==> src/rtl/mem_access_ctrl_if.sv <==
// Request/response and memory-strobe bundle between the CPU MEM stage and mem_access_ctrl.
// The slave modport is the controller's view; master is the CPU/memory side.
interface mem_access_ctrl_if #(
    parameter int ADDR_WIDTH = 7,
    parameter int DATA_WIDTH = 32
);
    logic                  reqValid;
    logic                  reqReady;
    logic                  reqWrite;
    logic [1:0]            reqSize;
    logic                  reqSigned;
    logic [31:0]           reqAddr;
    logic [DATA_WIDTH-1:0] reqWData;
    logic                  respValid;
    logic [DATA_WIDTH-1:0] respRData;
    logic                  respError;
    logic [ADDR_WIDTH-1:0] memAddress;
    logic [DATA_WIDTH-1:0] memWriteData;
    logic                  memTrigWrite;
    logic                  memTrigRead;
    logic [DATA_WIDTH-1:0] memReadData;

    modport slave (
        input  reqValid, reqWrite, reqSize, reqSigned, reqAddr, reqWData, memReadData,
        output reqReady, respValid, respRData, respError,
        output memAddress, memWriteData, memTrigWrite, memTrigRead
    );

    modport master (
        output reqValid, reqWrite, reqSize, reqSigned, reqAddr, reqWData, memReadData,
        input  reqReady, respValid, respRData, respError,
        input  memAddress, memWriteData, memTrigWrite, memTrigRead
    );
endinterface

==> src/rtl/mem_access_ctrl.sv <==
// Load/store sequencer for the word-addressed strobe memory: RMW for sub-word stores, big-endian lanes.
// Define MEM_CTRL_MISALIGN_TRAP_EN to report misaligned half/word accesses as errors instead of aligning them.
module mem_access_ctrl #(
    parameter int ADDR_WIDTH = 7,
    parameter int DATA_WIDTH = 32,
    parameter int READ_LAT   = 1
) (
    input  logic            clk,
    input  logic            reset,
    mem_access_ctrl_if.slave bus
);

    typedef enum logic [2:0] {IDLE, RD, MERGE, WR, RESP} ctrlState_t;

    ctrlState_t            state;
    ctrlState_t            stateNext;
    logic [2:0]            rdCnt;
    logic                  rdLast;
    logic                  handshake;
    logic                  reqErr;
    logic [1:0]            alignedOff;
    logic                  wrReg;
    logic [1:0]            sizeReg;
    logic                  sgnReg;
    logic [1:0]            offReg;
    logic [DATA_WIDTH-1:0] wdataReg;
    logic [DATA_WIDTH-1:0] rdWord;
    logic                  reqReadyC;
    logic                  respValidC;
    logic                  trigReadC;
    logic                  trigWriteC;

    // Big-endian lane pick: byte offset 0 is bits [31:24].
    function automatic logic [31:0] extractLoad(input logic [31:0] word, input logic [1:0] size,
                                                input logic sgn, input logic [1:0] off);
        logic signed [7:0]  b;
        logic signed [15:0] h;
        logic [31:0]        r;
        b = word[(3 - int'(off)) * 8 +: 8];
        h = off[1] ? word[15:0] : word[31:16];
        case (size)
            2'b00:   r = sgn ? 32'(b) : {24'h0, b};
            2'b01:   r = sgn ? 32'(h) : {16'h0, h};
            default: r = word;
        endcase
        return r;
    endfunction

    function automatic logic [31:0] mergeStore(input logic [31:0] word, input logic [31:0] wdata,
                                               input logic [1:0] size, input logic [1:0] off);
        logic [31:0] r;
        r = word;
        case (size)
            2'b00: r[(3 - int'(off)) * 8 +: 8] = wdata[7:0];
            2'b01: begin
                if (off[1]) r[15:0]  = wdata[15:0];
                else        r[31:16] = wdata[15:0];
            end
            default: r = wdata;
        endcase
        return r;
    endfunction

    assign handshake = bus.reqValid && (state == IDLE);
    assign rdLast    = (rdCnt == 3'(READ_LAT - 1));

`ifdef MEM_CTRL_MISALIGN_TRAP_EN
    logic misAligned;
    assign misAligned = ((bus.reqSize == 2'b01) && bus.reqAddr[0]) ||
                        ((bus.reqSize == 2'b10) && (bus.reqAddr[1:0] != 2'b00));
    assign reqErr     = (bus.reqSize == 2'b11) || (|bus.reqAddr[31:ADDR_WIDTH+2]) || misAligned;
    assign alignedOff = bus.reqAddr[1:0];
`else
    assign reqErr     = (bus.reqSize == 2'b11) || (|bus.reqAddr[31:ADDR_WIDTH+2]);
    assign alignedOff = (bus.reqSize == 2'b01) ? {bus.reqAddr[1], 1'b0} :
                        (bus.reqSize == 2'b10) ? 2'b00 : bus.reqAddr[1:0];
`endif

    always_ff @(posedge clk or posedge reset) begin
        if (reset) state <= IDLE;
        else       state <= stateNext;
    end

    always_comb begin
        stateNext  = state;
        reqReadyC  = 1'b0;
        respValidC = 1'b0;
        trigReadC  = 1'b0;
        trigWriteC = 1'b0;
        case (state)
            IDLE: begin
                reqReadyC = 1'b1;
                if (handshake) begin
                    if (reqErr)                                     stateNext = RESP;
                    else if (bus.reqWrite && bus.reqSize == 2'b10) stateNext = WR;
                    else                                            stateNext = RD;
                end
            end
            RD: begin
                trigReadC = 1'b1;
                if (rdLast) stateNext = wrReg ? MERGE : RESP;
            end
            MERGE: stateNext = WR;
            WR: begin
                trigWriteC = 1'b1;
                stateNext  = RESP;
            end
            RESP: begin
                respValidC = 1'b1;
                stateNext  = IDLE;
            end
            default: stateNext = IDLE;
        endcase
    end

    assign bus.reqReady     = reqReadyC;
    assign bus.respValid    = respValidC;
    assign bus.memTrigRead  = trigReadC;
    assign bus.memTrigWrite = trigWriteC;

    // Request fields are only consumed after a handshake, so they carry no reset.
    always_ff @(posedge clk) begin
        if (handshake) begin
            sizeReg  <= bus.reqSize;
            sgnReg   <= bus.reqSigned;
            offReg   <= alignedOff;
            wdataReg <= bus.reqWData;
        end
        if (state == RD && rdLast) rdWord <= bus.memReadData;
    end

    always_ff @(posedge clk or posedge reset) begin
        if (reset) begin
            wrReg            <= 1'b0;
            rdCnt            <= '0;
            bus.memAddress   <= '0;
            bus.memWriteData <= '0;
            bus.respRData    <= '0;
            bus.respError    <= 1'b0;
        end else begin
            case (state)
                IDLE: begin
                    rdCnt <= '0;
                    if (handshake) begin
                        wrReg         <= bus.reqWrite;
                        bus.respRData <= '0;
                        bus.respError <= reqErr;
                        if (!reqErr) begin
                            bus.memAddress <= bus.reqAddr[ADDR_WIDTH+1:2];
                            if (bus.reqWrite && bus.reqSize == 2'b10) bus.memWriteData <= bus.reqWData;
                        end
                    end
                end
                RD: begin
                    rdCnt <= rdCnt + 3'd1;
                    if (rdLast && !wrReg)
                        bus.respRData <= extractLoad(bus.memReadData, sizeReg, sgnReg, offReg);
                end
                MERGE: bus.memWriteData <= mergeStore(rdWord, wdataReg, sizeReg, offReg);
                default: ;
            endcase
        end
    end

endmodule

==> src/flat_wrapper.sv <==
// flat-port wrapper written by rule: the top's interface ports become plain ports
module mem_access_ctrl_flat 
#(
    parameter int ADDR_WIDTH = 7,
    parameter int DATA_WIDTH = 32,
    parameter int READ_LAT   = 1
)
  (clk, reset, bus_reqValid, bus_reqWrite, bus_reqSize, bus_reqSigned, bus_reqAddr, bus_reqWData, bus_memReadData, bus_reqReady, bus_respValid, bus_respRData, bus_respError, bus_memAddress, bus_memWriteData, bus_memTrigWrite, bus_memTrigRead);
  mem_access_ctrl_if #(.ADDR_WIDTH(ADDR_WIDTH), .DATA_WIDTH(DATA_WIDTH)) bus_i ();
  input  logic clk;
  input  logic reset;
  input wire logic [$bits(bus_i.reqValid)-1:0] bus_reqValid;
  input wire logic [$bits(bus_i.reqWrite)-1:0] bus_reqWrite;
  input wire logic [$bits(bus_i.reqSize)-1:0] bus_reqSize;
  input wire logic [$bits(bus_i.reqSigned)-1:0] bus_reqSigned;
  input wire logic [$bits(bus_i.reqAddr)-1:0] bus_reqAddr;
  input wire logic [$bits(bus_i.reqWData)-1:0] bus_reqWData;
  input wire logic [$bits(bus_i.memReadData)-1:0] bus_memReadData;
  output wire logic [$bits(bus_i.reqReady)-1:0] bus_reqReady;
  output wire logic [$bits(bus_i.respValid)-1:0] bus_respValid;
  output wire logic [$bits(bus_i.respRData)-1:0] bus_respRData;
  output wire logic [$bits(bus_i.respError)-1:0] bus_respError;
  output wire logic [$bits(bus_i.memAddress)-1:0] bus_memAddress;
  output wire logic [$bits(bus_i.memWriteData)-1:0] bus_memWriteData;
  output wire logic [$bits(bus_i.memTrigWrite)-1:0] bus_memTrigWrite;
  output wire logic [$bits(bus_i.memTrigRead)-1:0] bus_memTrigRead;
  assign bus_i.reqValid = bus_reqValid;
  assign bus_i.reqWrite = bus_reqWrite;
  assign bus_i.reqSize = bus_reqSize;
  assign bus_i.reqSigned = bus_reqSigned;
  assign bus_i.reqAddr = bus_reqAddr;
  assign bus_i.reqWData = bus_reqWData;
  assign bus_i.memReadData = bus_memReadData;
  assign bus_reqReady = bus_i.reqReady;
  assign bus_respValid = bus_i.respValid;
  assign bus_respRData = bus_i.respRData;
  assign bus_respError = bus_i.respError;
  assign bus_memAddress = bus_i.memAddress;
  assign bus_memWriteData = bus_i.memWriteData;
  assign bus_memTrigWrite = bus_i.memTrigWrite;
  assign bus_memTrigRead = bus_i.memTrigRead;
  mem_access_ctrl #(.ADDR_WIDTH(ADDR_WIDTH), .DATA_WIDTH(DATA_WIDTH), .READ_LAT(READ_LAT)) u_core (.clk(clk), .reset(reset), .bus(bus_i));
endmodule
==> config.mk <==
export PLATFORM = sky130hd
export DESIGN_NAME = mem_access_ctrl_flat
export DESIGN_NICKNAME = d
export VERILOG_FILES = /design/src/rtl/mem_access_ctrl_if.sv /design/src/rtl/mem_access_ctrl.sv /design/src/flat_wrapper.sv
export SDC_FILE = /design/constraint.sdc
export NUM_CORES = 1
export LEC_CHECK = 0
export BUFFER_PORTS_ARGS = -buffer_cell sky130_fd_sc_hd__buf_2
export CAP_MARGIN = 25
export CORE_UTILIZATION = 55
export CTS_CLUSTER_SIZE = 14
export DETAILED_ROUTE_END_ITERATION = 8
export HOLD_SLACK_MARGIN = 0.02
export PLACE_DENSITY_LB_ADDON = 0.15
export SLEW_MARGIN = 30
export SYNTH_ARGS = -nofsm -noshare
export SYNTH_HDL_FRONTEND = slang
export SYNTH_SLANG_ARGS = --single-unit
export TNS_END_PERCENT = 50
==> constraint.sdc <==
create_clock -name clk -period 4.2 [get_ports clk]
set_input_delay 1.05 -clock clk [delete_from_list [all_inputs] [get_ports clk]]
set_output_delay 1.05 -clock clk [all_outputs]
set_load 0.03 [all_outputs]
-- Yosys cells after proc, flatten, opt, wreduce, memory -nomap -nowiden
Index checks and enable logic that the tools add are counted.
- register bits after elaboration: 148
- bits in latches: 0
- RAM bits: 0
- memory bits (read-only): 0
- output and inout port bits: 76
- memories kept: 0
- $add $sub $neg: 3
- multipliers: 0
- div/mod/pow operators: 0
- magnitude comparators: 0
- equality and inequality tests: 13
- shifts and indexed selects: 3
- muxes and demuxes: 28
- bitwise logic cells: 1
- reduce and logical (&&, ||, !) cells: 18
- operators with widths (operator ; number):
    $pmux W32 S2 ; 4
    $mux W32 ; 7
    $mux W16 ; 3
    $neg A32 Y33 ; 1
    $shift A8 B33 Y32 const A ; 1
    $shiftx A8 B33 Y32 ; 1
    $bwmux W32 ; 1
    $shiftx A32 B32 Y8 ; 1
    $reduce_or A23 Y1 ; 1
    $mux W3 ; 4
    $pmux W3 S4 ; 1
    $eq A3 B2 Y1 const B ; 2
    $logic_not A3 Y1 ; 2
    $mux W2 ; 3
    $ne A2 B2 Y1 const B ; 3
    $pmux W3 S2 ; 1
    $reduce_and A3 Y1 ; 2
    $eq A2 B1 Y1 const B ; 2
    $eq A2 B2 Y1 const B ; 2
    $logic_and A1 B1 Y1 ; 4
    $mux W1 ; 4
    $ne A2 B1 Y1 const B ; 2
    $reduce_and A2 Y1 ; 2
    $reduce_and A4 Y1 ; 1
    other kinds (10) ; 11

-- Longest topological paths before layout
Gate-level depths: netlist of run 1.
- depth in word-level cells: 6
- gate-level depth with buffers: 11
- depth with buffers taken out: 6

-- Worst setup path before layout of run 1
OpenSTA, ideal clock, no wires.
- path kind: register to register
- start point: register u_core.state[1]
- end point: register u_core.bus.memWriteData[0]
- setup time: 0.094 ns
- arrival time: 2.853 ns
- slack: 1.253 ns
- stages on the path, launching flop included: 9
- period minus slack after synthesis: 2.947 ns
- cell sequence: dfrtp_1 -> nor3_1 -> nand2_1 -> inv_2 -> nand4_2 -> or2_1 -> clkbuf_1 -> buf_2 -> a211oi_1
- cells in the longest elaborated chain, start to end: 4
- elaborated cells on any way between the ends: 9
- those cells by class: eq/ne: 4; mux: 1; reduce/logical: 4
- ends and longest elaborated chain (what ; line ; RTL):
    start: declaration ; mem_access_ctrl.sv:15 ; ctrlState_t state;
    start signal: assignment ; mem_access_ctrl.sv:81 ; else state <= stateNext;
    $logic_not A3 Y1 ; mem_access_ctrl.sv:64 ; assign handshake = bus.reqValid && (state == IDLE);
    $logic_and A1 B1 Y1 ; mem_access_ctrl.sv:64 ;
    named net u_core.handshake ; mem_access_ctrl.sv:19 ; logic handshake;
    $ne A2 B1 Y1 (no line) ; n/a ;
    $reduce_and A4 Y1 (no line) ; n/a ;
    end signal: assignment ; mem_access_ctrl.sv:150 ; if (bus.reqWrite && bus.reqSize == 2'b10) bus.memWriteData <= bus.reqWData;
    end signal: assignment ; mem_access_ctrl.sv:159 ; MERGE: bus.memWriteData <= mergeStore(rdWord, wdataReg, sizeReg, offReg);
    end: declaration ; mem_access_ctrl_if.sv:26 ; output memAddress, memWriteData, memTrigWrite, memTrigRead
The timed path passes the listed nets, and every way through them passes these cells.
A chain may end at the register's enable or synchronous reset.

-- Worst setup path after layout of run 1
- start point: register u_core.state[0]
- end point: register u_core.bus.respRData[28]
- cells in the longest elaborated chain, start to end: 4
- elaborated cells on any way between the ends: 8
- those cells by class: eq/ne: 3; mux: 1; reduce/logical: 4
- ends and longest elaborated chain (what ; line ; RTL):
    $logic_not A3 Y1 ; mem_access_ctrl.sv:64, mem_access_ctrl.sv:141 ;
    $logic_and A1 B1 Y1 ; mem_access_ctrl.sv:64 ;
    $ne A2 B1 Y1 (no line) ; n/a ;
    $reduce_and A3 Y1 (no line) ; n/a ;
    end signal: assignment ; mem_access_ctrl.sv:157 ; bus.respRData <= extractLoad(bus.memReadData, sizeReg, sgnReg, offReg);
    end: declaration ; mem_access_ctrl_if.sv:25 ; output reqReady, respValid, respRData, respError,
Several ways; a longest one is shown, not always the timed one.

==> impl_results.md, run 1 <==
* Crit path launch type: flop
* Fmax at 355 MHz
* Post-synth top area share at 0.299
* Routability cong. at 0.846
* DP HPWL at 13100 µm
* Initial antenna violation count at 0
* Share of cells above drive strength 1 at 0.328
* RSZ-0062 raised after global routing: no
* Final nets at 851
* Die area at 13000 µm²
* Port Buffers at 178
* P&R area growth vs syn at 22.0%
* Hold WC Path Type: reg2reg
* Hold_ws at 0.496 ns
* Drt total wl at 18600 µm
* Die width at 114 µm
* Clock sink total at 148
* Post-CTS sizing at 0
* Power Dens Cells at 381 nW/µm²
* Dominant cell type by area after synthesis: edfxtp_1
* IO Pins at 179
* Crit path time final at 2.81 ns
* First drt pass iteration count at 7
* Ys flop type: dfrtp_1
* Num rows at 40
* Sequential share of the synthesized area at 0.585
* First-pass GRT wire length at 28900 µm
* Gr usage total at 0.296
* Synthesized area at 6920 µm²
* Synth warn at 0
* Worst-path clk slew at 0.06 ns
* # DRC at 0
* Via count at 5729
* Syn_nets at 690
* CP arrival at 3.17 ns
* Post-CTS setup buffer count at 0
* CTS Buffer Depth at 2
* Cell variety after synth at 62
* Max IR drop VDD at 0.275 mV
* Clock Latency Late Sink at 0.43 ns
* Via density per instance at 6.23
* Antenna cells at 0
* Largest net degree at the start of global routing at 56
* Die height at 114 µm
* Crit path max fanout at 18
* Worst slew margin at 0.404
* Setup_tns at 0 ns
* Clock root cell: clkbuf_16
* EDFF count, synth at 69
* Routed Antenna Nets at 0
* Setup crit end kind: flop
* Cts hold-fix bufs at 0
* Area of the multi-input gates at 2640 µm²
* Req. time, crit path at 4.56 ns
* Fraction of the cycle the final worst path needs at 0.670
* Max cap viols at 0
* Core area at 12200 µm²
* Cell count after synthesis at 577
* Placed insts at 887
* Syn_area_per_cell at 12.0 µm²
* Initial Utilization at 0.569
* Fill cells at 894
* Register area at 4050 µm²
* Clk_skew at 0.0111 ns
* Final Hold Fails at 0
* Slew @ Worst Pin at 0.885 ns
* Starting DRC count in detailed routing at 599
* CTS Buf Count at 17
* Endpoints failing setup at 0
* Top cells by area, synth: edfxtp_1, dfrtp_1, a221oi_1
* Total power at 3.22 mW
* Post-synth ARST share at 0.534
* Status: finished clean
* Crit path kind: reg2reg
* Vias in the first global route at 5388
* GRT overflow at 0
* #FFs+latches synth at 148
* WL/cell at 20.2 µm
* Leak Pwr at 3.58 nW
* Pins over their slew limit at 0
* H-tree lvl count at 4
* Fin cells at 919
* TritonCTS clock tree: yes
==> metal layers <==
layer | vias up | wire length [µm] | global-route usage
met5 | - | 0 | 0
met4 | 0 | 495 | 0.110
met3 | 38 | 1920 | 0.0810
met2 | 358 | 8390 | 0.434
met1 | 2738 | 7800 | 0.424
li1 | 2595 | - | -
==> metrics by stage <==
step / setup slack (ns) / utilization / area [µm²]
after floorplan: 1.13 / - / 6920
after global placement: 1.24 / 0.651 / 7920
after detailed placement: 1.14 / 0.651 / 7920
after CTS: 1.41 / 0.694 / 8440
after global routing: 1.24 / 0.694 / 8440
final: 1.39 / 0.694 / 8440
==> flip-flops by register name, indices dropped and copies added, names as in the netlist <==
| signal | count |
|---|---|
| u_core.bus.respError | 1 |
| u_core.wdataReg | 32 |
| u_core.bus.memAddress | 7 |
| u_core.bus.memWriteData | 32 |
| u_core.wrReg | 1 |
| u_core.state | 3 |
| u_core.offReg | 2 |
| u_core.rdWord | 32 |
| u_core.rdCnt | 3 |
| u_core.sizeReg | 2 |
| u_core.sgnReg | 1 |
| u_core.bus.respRData | 32 |
==> critical path: stages, from the launching register on <==
cell	delay, ns
dfrtp_1	0.59
or3b_4	0.47
or3_1	0.63
nor4b_4	0.82
a221o_1	0.22
==> path summary, 6_finish.rpt <==
| check | start | end | slack (ns) | cells after the start |
|---|---|---|---|---|
| min in group asynchronous | reset | u_core.bus.memAddress[6] | 0.60 | 2 |
| worst max-delay path | u_core.state[0] | u_core.bus.respRData[28] | 1.39 | 4 |
| max in group asynchronous | reset | u_core.bus.memWriteData[9] | 2.83 | 3 |
| worst min-delay path | u_core.bus.respRData[14] | u_core.bus.respRData[14] | 0.50 | 1 |
| worst max register to register | u_core.state[0] | u_core.bus.respRData[28] | 1.39 | 4 |
| worst min register to register | u_core.bus.respRData[14] | u_core.bus.respRData[14] | 0.50 | 1 |
==> where the power goes <==
part	leakage (nW)	internal, mW	switching [mW]
Sequential	1.62	1.55	0.0301
Clock	0.246	0.800	0.574
Combinational	1.72	0.0930	0.164
==> synthesized netlist by cell type (2+ instances only) <==
master     count
buf_1          5
a21o_1         2
a211oi_1      16
mux2_2        16
nor3b_1        2
o21ai_0       24
ha_1          10
o22ai_1        2
a22o_1         9
a221o_1       25
o31ai_1        7
o31a_1         2
nor2_1        56
edfxtp_1      69
nor3_1         4
nor4_1        22
and2_1         3
nor3_2         2
nor2b_1        2
a31oi_1        8
nand3_1        9
o2bb2ai_1      7
a22oi_1        5
clkbuf_1      34
inv_1         13
buf_2          6
a221oi_1      31
nand4_1       17
nand2b_1      11
a21oi_1        5
dfrtp_1       79
o211ai_1       7
mux2i_1       15
nand2_1       23
a21boi_0       2
==> cell usage in the layout, fill, tap and decap left out, types with 11 or more instances in the layout <==
cell	n
nand2_1	23
nor4_1	22
a221oi_1	31
edfxtp_1	69
a211oi_1	16
o21ai_0	24
dfrtp_1	79
clkbuf_16	17
a221o_1	25
mux2_2	16
inv_1	12
mux2i_1	15
nand4_1	17
nor2_1	55
nand2b_1	11
buf_2	178
==> kinds of logic after synthesis <==
kind of cell | after synthesis | share of synthesized area
mux | 32 | 0.0510
compound gates | 161 | 0.181
fa+ha+maj | 10 | 0.0181
buf+inv | 60 | 0.0347
flops | 148 | 0.585
simple gates | 166 | 0.130
==> area by class of cell <==
type | count | area share
Sequential cell | 148 | 0.480
Timing Repair Buffer | 188 | 0.114
Clock inverter | 12 | 0.0107
Tap cell | 168 | 0.0249
Inverter | 14 | 0.00622
Multi-Input combinational cell | 369 | 0.312
Clock buffer | 20 | 0.0517
Note: power is estimated with default switching activity, not from simulation.
==> run 2, diff against run 1 <==
ABC_AREA = 1   (was not set)
clock period = 2.8 ns   (was 4.2 ns; I/O delays follow)
==> impl_results.md, run 2 <==
* Status: finished clean
* Req. time, crit path at 3.17 ns
* Slew @ Worst Pin at 0.797 ns
* Internal cell power at 4.52 mW
* First-pass GRT wire length at 36800 µm
* Final nets at 1318
* Crit path launch type: flop
* Setup crit end kind: flop
* Starting DRC count in detailed routing at 874
* Cts hold-fix bufs at 0
* P&R area growth vs syn at 19.1%
* Dominant cell type by area after synthesis: edfxtp_1
* Initial Utilization at 0.574
* Drt total wl at 23100 µm
* # DRC at 0
* Post-CTS sizing at 0
* Seq pwr share at 0.391
* Crit path time final at 2.20 ns
* WL/cell at 16.5 µm
* Most frequent cells after synthesis: nand2_1, dfrtp_1, edfxtp_1
* Most common cell after layout, fill and taps aside: nand2_1
* Ys flop type: dfrtp_1
* Worst slack, placed at 0.433 ns
* Post-synth top area share at 0.256
* Initial antenna violation count at 1
* Synthesized area at 8100 µm²
* Power Dens Cells at 750 nW/µm²
* Crit path max fanout at 23
* Gr usage total at 0.324
* #FFs+latches synth at 148
* Fin area at 9640 µm²
* Routability cong. at 0.982
* Clock sink total at 148
* Clock power share at 0.308
* Clock root cell: clkbuf_16
* Hold WC Path Type: in2async
* Clock Latency Late Sink at 0.44 ns
* Antenna cells at 0
* Core area at 14100 µm²
* Final worst slack at 0.603 ns
* Synth warn at 0
* CTS Buffer Depth at 2
* Switching Fraction at 0.374
* Post-CTS setup buffer count at 0
* Worst slew margin at 0.468
* Routed Antenna Nets at 0
* Via density per instance at 5.35
* Leak Pwr at 5.18 nW
* Fraction of the cycle the final worst path needs at 0.785
* Syn_area_per_cell at 7.85 µm²
* Fmax at 455 MHz
* TritonCTS clock tree: yes
* Clk_skew at 0.00736 ns
* Post-synth ARST share at 0.534
* Final Hold Fails at 0
* Most frequent cells in the layout: nand2_1, buf_2, dfrtp_1, edfxtp_1
* GRT overflow at 0
* Largest net degree at the start of global routing at 44
* Setup_tns at 0 ns
* Switch Pwr at 2.71 mW
* Placed inst area at 9070 µm²
* Worst-path clk slew at 0.06 ns
* Die height at 123 µm
* Max cap viols at 0
* H-tree lvl count at 4
* Port Buffers at 178
* First drt pass iteration count at 5
* Num rows at 43
* EDFF count, synth at 69
* Share of cells above drive strength 1 at 0.226
* Endpoints failing setup at 0
* Die area at 15200 µm²
* Cell count after synthesis at 1032
* Syn_nets at 1145
* Via count at 7473
* Crit path kind: reg2reg
* CTS Buf Count at 17
* RSZ-0062 raised after global routing: no
* Vias in the first global route at 7124
* DP HPWL at 16600 µm
* Cell variety after synth at 39
* Most frequent cell after synthesis: nand2_1
* CP arrival at 2.56 ns
* Die width at 123 µm
* Sequential share of the synthesized area at 0.500
* Top cells by area, synth: edfxtp_1, dfrtp_1, nand2_1
* Pins over their slew limit at 0
* Max IR drop VDD at 0.450 mV
* Comb pwr share at 0.301
* IO Pins at 179
-- run 2: cell types whose count changed after synthesis, moves of 17 or more --
cell / delta
a21oi_1: +18
o21ai_0: +24
clkbuf_1: -28
a221o_1: -25
nor4_1: -22
nand2_1: +460
nand4_1: -17
inv_1: +51
a221oi_1: -31
nand3_1: +40
-- run 2: layout make-up --
cell class	count	area, µm²
multi-input cells	765	3470
clock buffers	20	447
well taps	180	225
inverters	77	294
flip-flops and latches	148	4050
clock inverters	12	123
fillers	1205	4450
repair buffers	196	1040
-- run 2: critical path, cell delays in order, from the launching register on --
cell and delay (ns):
edfxtp_1 0.42, inv_2 0.33, nand2_2 0.10, inv_1 0.59, buf_4 0.26, nand2_1 0.06, a21boi_1 0.19, nand2_1 0.08
nand2_1 0.09
-- run 2: final timing paths --
check | start | endpoint | slack, ns | cells after the start
worst max register to register | u_core.sizeReg[1] | u_core.bus.memWriteData[26] | 0.60 | 8
max in group asynchronous | reset | u_core.bus.memWriteData[28] | 1.81 | 3
worst min-delay path | reset | u_core.bus.memAddress[3] | 0.33 | 2
worst min register to register | u_core.bus.memAddress[2] | u_core.bus.memAddress[2] | 0.47 | 2
worst max-delay path | u_core.sizeReg[1] | u_core.bus.memWriteData[26] | 0.60 | 8
min in group clk | bus_memReadData[21] | u_core.rdWord[21] | 0.45 | 1
-- run 2: metrics by stage --
step	instances	hold WS [ns]	util	total power, mW
final	1398	0.332	0.684	7.23
after global routing	1398	0.365	0.684	7.60
after CTS	1398	0.354	0.684	7.23
after detailed placement	1366	0.459	0.643	5.01
after global placement	1366	0.456	0.643	4.99
after floorplan	1032	0.536	-	4.37
-- run 2: routing by layer --
layer / part of all wire / vias to the layer above / global-route usage
met4: 0.036 / 2 / 0.135
met5: 0.00056 / - / 0
li1: - / 3618 / -
met3: 0.080 / 62 / 0.0867
met2: 0.45 / 333 / 0.494
met1: 0.44 / 3458 / 0.437
-- run 2: logic make-up after synthesis --
kind of cell    count (synthesis)  synth area share
fa+ha+maj                      10            0.0155
flops                         148             0.500
compound gates                118            0.0876
xor+xnor                        1           0.00108
buf+inv                       119            0.0723
simple gates                  636             0.323
-- run 2: power by group through the flow --
stage	sequential, mW	combinational [mW]	clock, mW
final	2.83	2.18	2.22
after global routing	2.86	2.41	2.34
after CTS	2.83	2.17	2.24
after detailed placement	2.86	2.15	0
after global placement	2.85	2.14	0
after floorplan	3.26	1.11	0
